**src/rtl/mdu.sv**
```systemverilog
// mdu: iterative 32-bit multiply/divide unit with architectural HI/LO.
// Multiplies by shift-add and divides by restoring division, one bit per
// cycle. Signed operations run on magnitudes and fix signs in a final cycle.
module mdu #(
  parameter int unsigned WIDTH = 32,
  parameter int unsigned ITER  = 32
) (
  input  logic             clk,
  input  logic             rst_n,
  input  logic [WIDTH-1:0] opr_a_mdu_i,
  input  logic [WIDTH-1:0] opr_b_mdu_i,
  input  logic [2:0]       op_mdu_i,
  input  logic             start_mdu_i,
  output logic             busy_mdu_o,
  output logic             done_mdu_o,
  output logic [WIDTH-1:0] hi_mdu_o,
  output logic [WIDTH-1:0] lo_mdu_o
);

  localparam int unsigned CW = $clog2(ITER);
  localparam logic [CW-1:0] CNT_LAST = CW'(ITER - 1);

  localparam logic [2:0] OP_MTHI = 3'b100;
  localparam logic [2:0] OP_MTLO = 3'b101;

  typedef enum logic [1:0] {
    S_IDLE,
    S_CALC,
    S_FIX
  } state_t;

  state_t state_q, state_d;

  // Control strobes
  logic launch, mt_hi_wr, mt_lo_wr, iterate, finish;

  // Datapath state: opnd = multiplicand/divisor, acc = product high/remainder,
  // low = multiplier (shifted out as product low)/dividend (becomes quotient)
  logic [WIDTH-1:0] opnd_q, acc_q, low_q;
  logic [CW-1:0]    cnt_q;
  logic             is_div_q, neg_res_q, neg_rem_q;
  logic [WIDTH-1:0] hi_q, lo_q;
  logic             busy_q, done_q;

  // Launch-time operand conditioning
  logic             sign_a, sign_b;
  logic [WIDTH-1:0] abs_a, abs_b;

  // Iteration and fix-up results
  logic [WIDTH:0]     mul_sum;
  logic [WIDTH:0]     rem_sh;
  logic               div_ge;
  logic [WIDTH-1:0]   div_sub;
  logic [WIDTH-1:0]   acc_nx, low_nx;
  logic [2*WIDTH-1:0] product, mul_res;
  logic [WIDTH-1:0]   quo_res, rem_res;
  logic [WIDTH-1:0]   hi_fix, lo_fix;

  // State register
  always_ff @(posedge clk or negedge rst_n) begin
    if (!rst_n) state_q <= S_IDLE;
    else        state_q <= state_d;
  end

  // Next-state logic
  always_comb begin
    state_d = state_q;
    unique case (state_q)
      S_IDLE: if (start_mdu_i && !op_mdu_i[2]) state_d = S_CALC;
      S_CALC: if (cnt_q == CNT_LAST)           state_d = S_FIX;
      S_FIX:                                   state_d = S_IDLE;
      default:                                 state_d = S_IDLE;
    endcase
  end

  // Control strobes decoded from the current state
  always_comb begin
    launch   = 1'b0;
    mt_hi_wr = 1'b0;
    mt_lo_wr = 1'b0;
    iterate  = 1'b0;
    finish   = 1'b0;
    unique case (state_q)
      S_IDLE: begin
        launch   = start_mdu_i && !op_mdu_i[2];
        mt_hi_wr = start_mdu_i && (op_mdu_i == OP_MTHI);
        mt_lo_wr = start_mdu_i && (op_mdu_i == OP_MTLO);
      end
      S_CALC:  iterate = 1'b1;
      S_FIX:   finish  = 1'b1;
      default: ;
    endcase
  end

  // Operand magnitudes; op[0]=0 selects the signed variants
  always_comb begin
    sign_a = !op_mdu_i[0] && opr_a_mdu_i[WIDTH-1];
    sign_b = !op_mdu_i[0] && opr_b_mdu_i[WIDTH-1];
    abs_a  = sign_a ? -opr_a_mdu_i : opr_a_mdu_i;
    abs_b  = sign_b ? -opr_b_mdu_i : opr_b_mdu_i;
  end

  // One multiply or divide step
  always_comb begin
    mul_sum = {1'b0, acc_q} + (low_q[0] ? {1'b0, opnd_q} : '0);
    rem_sh  = {acc_q, low_q[WIDTH-1]};
    div_ge  = (rem_sh >= {1'b0, opnd_q});
    // A successful trial subtraction always leaves a value below the divisor,
    // so the WIDTH-bit modular difference is exact.
    div_sub = rem_sh[WIDTH-1:0] - opnd_q;
    if (is_div_q) begin
      acc_nx = div_ge ? div_sub : rem_sh[WIDTH-1:0];
      low_nx = {low_q[WIDTH-2:0], div_ge};
    end else begin
      acc_nx = mul_sum[WIDTH:1];
      low_nx = {mul_sum[0], low_q[WIDTH-1:1]};
    end
  end

  // Sign fix-up and HI/LO selection for the final cycle
  always_comb begin
    product = {acc_q, low_q};
    mul_res = neg_res_q ? -product : product;
    // Divide-by-zero leaves an all-ones quotient that must not be negated
    quo_res = (neg_res_q && (opnd_q != '0)) ? -low_q : low_q;
    rem_res = neg_rem_q ? -acc_q : acc_q;
    if (is_div_q) begin
      hi_fix = rem_res;
      lo_fix = quo_res;
    end else begin
      hi_fix = mul_res[2*WIDTH-1:WIDTH];
      lo_fix = mul_res[WIDTH-1:0];
    end
  end

  // Iterative datapath registers
  always_ff @(posedge clk or negedge rst_n) begin
    if (!rst_n) begin
      opnd_q    <= '0;
      acc_q     <= '0;
      low_q     <= '0;
      cnt_q     <= '0;
      is_div_q  <= 1'b0;
      neg_res_q <= 1'b0;
      neg_rem_q <= 1'b0;
    end else if (launch) begin
      is_div_q  <= op_mdu_i[1];
      neg_res_q <= sign_a ^ sign_b;
      neg_rem_q <= sign_a;
      acc_q     <= '0;
      cnt_q     <= '0;
      opnd_q    <= op_mdu_i[1] ? abs_b : abs_a;
      low_q     <= op_mdu_i[1] ? abs_a : abs_b;
    end else if (iterate) begin
      acc_q <= acc_nx;
      low_q <= low_nx;
      cnt_q <= cnt_q + 1'b1;
    end
  end

  // Architectural HI/LO plus registered busy/done
  always_ff @(posedge clk or negedge rst_n) begin
    if (!rst_n) begin
      hi_q   <= '0;
      lo_q   <= '0;
      busy_q <= 1'b0;
      done_q <= 1'b0;
    end else begin
      if (mt_hi_wr) hi_q <= opr_a_mdu_i;
      if (mt_lo_wr) lo_q <= opr_a_mdu_i;
      if (finish) begin
        hi_q <= hi_fix;
        lo_q <= lo_fix;
      end
      busy_q <= (state_d != S_IDLE);
      done_q <= finish;
    end
  end

  assign busy_mdu_o = busy_q;
  assign done_mdu_o = done_q;
  assign hi_mdu_o   = hi_q;
  assign lo_mdu_o   = lo_q;

endmodule

```
**config.mk**
```make
export PLATFORM = sky130hd
export DESIGN_NAME = mdu
export DESIGN_NICKNAME = d
export VERILOG_FILES = /design/src/rtl/mdu.sv
export SDC_FILE = /design/constraint.sdc
export NUM_CORES = 1
export LEC_CHECK = 0
export CORE_AREA = 2 2 172 174
export DETAILED_ROUTE_END_ITERATION = 7
export DIE_AREA = 0 0 174 176
export HOLD_SLACK_MARGIN = 0.1
export PLACE_DENSITY = 0.8
export RECOVER_POWER = 100
export SYNTH_ARGS = -nofsm -noshare
export SYNTH_HDL_FRONTEND = slang
export SYNTH_SLANG_ARGS = --single-unit
export TNS_END_PERCENT = 100
```
**constraint.sdc**
```tcl
create_clock -name clk -period 3.3 [get_ports clk]
set_input_delay 0.33 -clock clk [delete_from_list [all_inputs] [get_ports clk]]
set_output_delay 0.33 -clock clk [all_outputs]
set_load 0.01 [all_outputs]
```
==> out/metrics.yaml <==
routedWlPerCell_um: 23.2
fin_crit_sh_pct: 96.4
seq_area_um2: 4310
fin_area_um2: 18400
final_cells: 2512
fillers: 2452
overflow: 0
synth_area_per_cell_um2: 7.91
crit_arrival_ns: 3.51
r2r_start: "low_q[4]$_DFFE_PN0P_"
core_area_um2: 28500
cts-root-buf: "clkbuf_16"
antenna_cells: 0
start_util_pct: 53.7
hold_start: "cnt_q[3]$_DFFE_PN0P_"
worstHoldPathCells: 1
grt_max_degree: 96
ant_nets: 0
cp_max_fo: 8
setup-violations-final: 0
netlist_area_um2: 15300
cts_buffer_depth: 2
tightest_slew_ns: 2.23
globalplace.congestion: 1.03
rows: 62
ys_seq_area_share_pct: 28.1
clock.fmax_mhz: 314
die_width_um: 174
dieArea_um2: 30600
tns_ns: 0
dr.pass1.iters: 8
cp_common_cell: "a21oi_1"
netlist_instances: 1937
synth_edf_count: 0
hp-class: "reg2reg"
status: "complete, but fails checks"
rr_endpoint: "hi_mdu_o[7]$_DFFE_PN0P_"
port_buffers: 135
yosys.area.top_type_share_pct: 28.1
power_per_cell_area_nw_per_um2: 1200
path_delay_family: "simple AND/OR/NAND/NOR gates"
nets: 2257
rr_worst_depth: 8
antenna_found_initial: 0
cts-htree-levels: 4
grt_pass1_vias: 15400
drv_cap: 2
hold_violations: 0
slew_headroom_pct: -48.3
post-place-cells: 2477
crit_buf_inv: 1
fin_skew_ns: 0.0143
yosysTopAreaCell: "dfrtp_1"
drive_gt1_share_pct: 10.5
clk_pin_slew_worst_paths_ns: 0.08
rrSetupSlack_ns: 0.12
via_count: 16300
worstPathRequired_ns: 3.62
routed_via_density: 6.48
post-dp-hpwl_um: 45100
max_stage_delay_ns: 0.60
ys_types: 83
synth_warnings: 0
ys_async_sr_fraction_pct: 100
grt_usage_pct: 37.5
p_leak_nw: 8.01
period_needed_ns: 3.18
cts_buffers: 17
clkLatencyLatePin_ns: 0.45
synth_area_leaders: "dfrtp_1 (28%), mux2i_1 (7.2%), o21ai_0 (6.1%)"
ir_drop_mv: 0.649
synth_seq_cells: 172
synth_commonest_cells: "nor2_1 (199), nand2_1 (194), o21ai_0 (186)"
syn-num-nets: 2079
die_h_um: 176
violations: "max-capacitance violations, max-slew violations"
critPathKind: "reg2reg"
placed_cell_area_um2: 17800
cts_tree: "built"
critPathCaptureType: "flop"
pin_count: 136
final_core_util_pct: 64.4
drt_iter0_drc: 2003
start_kind: "flop"
grt_pass1_wl_um: 89300
slowest_stage: "nor4_1"
drc: 0
multiInputGateArea_um2: 10300
path_cells: "nor4_2 > nand2_1 > nor4_1 > buf_4 > nor2_1 > or3_1 > a21oi_1 > a21oi_1"
synth.most_common_cell: "nor2_1"
min_to: "cnt_q[3]$_DFFE_PN0P_"
drv_slew: 148
area_growth_pct: 20.0
drt-total-wl_um: 58400
cts.sink_count: 172
rsz0062_at_grt: "false"
ys.flop_type: "dfrtp_1"
per-stage QoR:
step	total power, mW	hold WS [ns]	setup WS, ns
after detailed placement	19.5	0.436	0.0424
after floorplan	14.0	0.0344	0.127
after global placement	19.2	0.436	0.0951
after CTS	21.7	0.470	0.0320
after global routing	23.4	0.527	0.00101
final	22.0	0.487	0.117
registers in the layout, indices dropped and copies added, names as in the netlist:
signal / flops
cnt_q: 5
busy_mdu_o: 1
is_div_q: 1
hi_mdu_o: 32
acc_q: 32
lo_mdu_o: 32
done_mdu_o: 1
neg_rem_q: 1
opnd_q: 32
state_q: 2
low_q: 32
neg_res_q: 1
worst max path at each step:
stage | endpoint | slack [ns] | start | cells past startpoint
finish | hi_mdu_o[7]$_DFFE_PN0P_ | 0.12 | low_q[4]$_DFFE_PN0P_ | 8
global route | acc_q[25]$_DFFE_PN0P_ | 0.001 | opnd_q[16]$_DFFE_PN0P_ | 13
CTS | acc_q[29]$_DFFE_PN0P_ | 0.03 | low_q[0]$_DFFE_PN0P_ | 12
detailed placement | opnd_q[30]$_DFFE_PN0P_ | 0.04 | opr_b_mdu_i[0] | 10
global placement | low_q[22]$_DFFE_PN0P_ | 0.1 | opr_b_mdu_i[0] | 9
floorplan | acc_q[30]$_DFFE_PN0P_ | 0.13 | low_q[0]$_DFFE_PN0P_ | 14
cell families (layout without fill, tap and decap cells):
family | after synthesis | after routing | synth area share (%)
compound gates | 593 | 593 | 24.1
simple gates | 617 | 617 | 19.2
xor+xnor | 163 | 163 | 9.37
fa+ha+maj | 72 | 72 | 5.98
buf+inv | 193 | 384 | 4.88
flops | 172 | 172 | 28.1
mux | 127 | 127 | 8.44
what timing repair did:
| item | in CTS | in global routing |
|---|---|---|
| setup buffers | 0 | 2 |
| gates resized for setup | 0 | 16 |
| hold buffers | 1 | 0 |
| endpoints found under the setup margin | 0 | 19 |
| hold endpoints to repair | 75 | 0 |
power breakdown:
part,internal [mW],switching [mW]
Combinational,6.52,9.03
Clock,1.02,1.07
Sequential,3.21,1.19
Total,10.8,11.3
metal layers:
metal | GRT usage [%] | vias up | routed length [um]
met5 | 0 | - | 0
met4 | 24.8 | 0 | 4600
met3 | 8.40 | 235 | 5590
met2 | 58.6 | 960 | 25800
met1 | 46.7 | 7718 | 22400
li1 | - | 7369 | -
layout make-up:
type	instances	area share, %
repair buffers	281	13.3
clock inverters	15	0.912
clock buffers	17	2.31
inverters	71	1.47
well taps	384	2.61
flip-flops and latches	172	23.4
multi-input cells	1572	56.0
placed cells by master, fill, tap and decap left out, types with 15 or more instances in the layout:
cell,n
and3_1,15
nor4_1,26
xor2_1,72
ha_1,68
nand2_1,193
o221ai_1,18
o211ai_1,49
nand4_1,15
a21o_1,32
o31ai_1,16
buf_4,124
dfrtp_1,170
inv_1,68
a22oi_1,18
a21oi_1,154
mux2_2,16
nor3_1,45
xnor2_1,90
clkdlybuf4s50_1,64
nor2_1,199
a31oi_1,23
nand3_1,29
or3_1,16
nand2b_1,19
mux2i_1,110
dlygate4sd3_1,70
clkbuf_16,17
o21ai_0,185
Power figures use the tool's default switching activity.
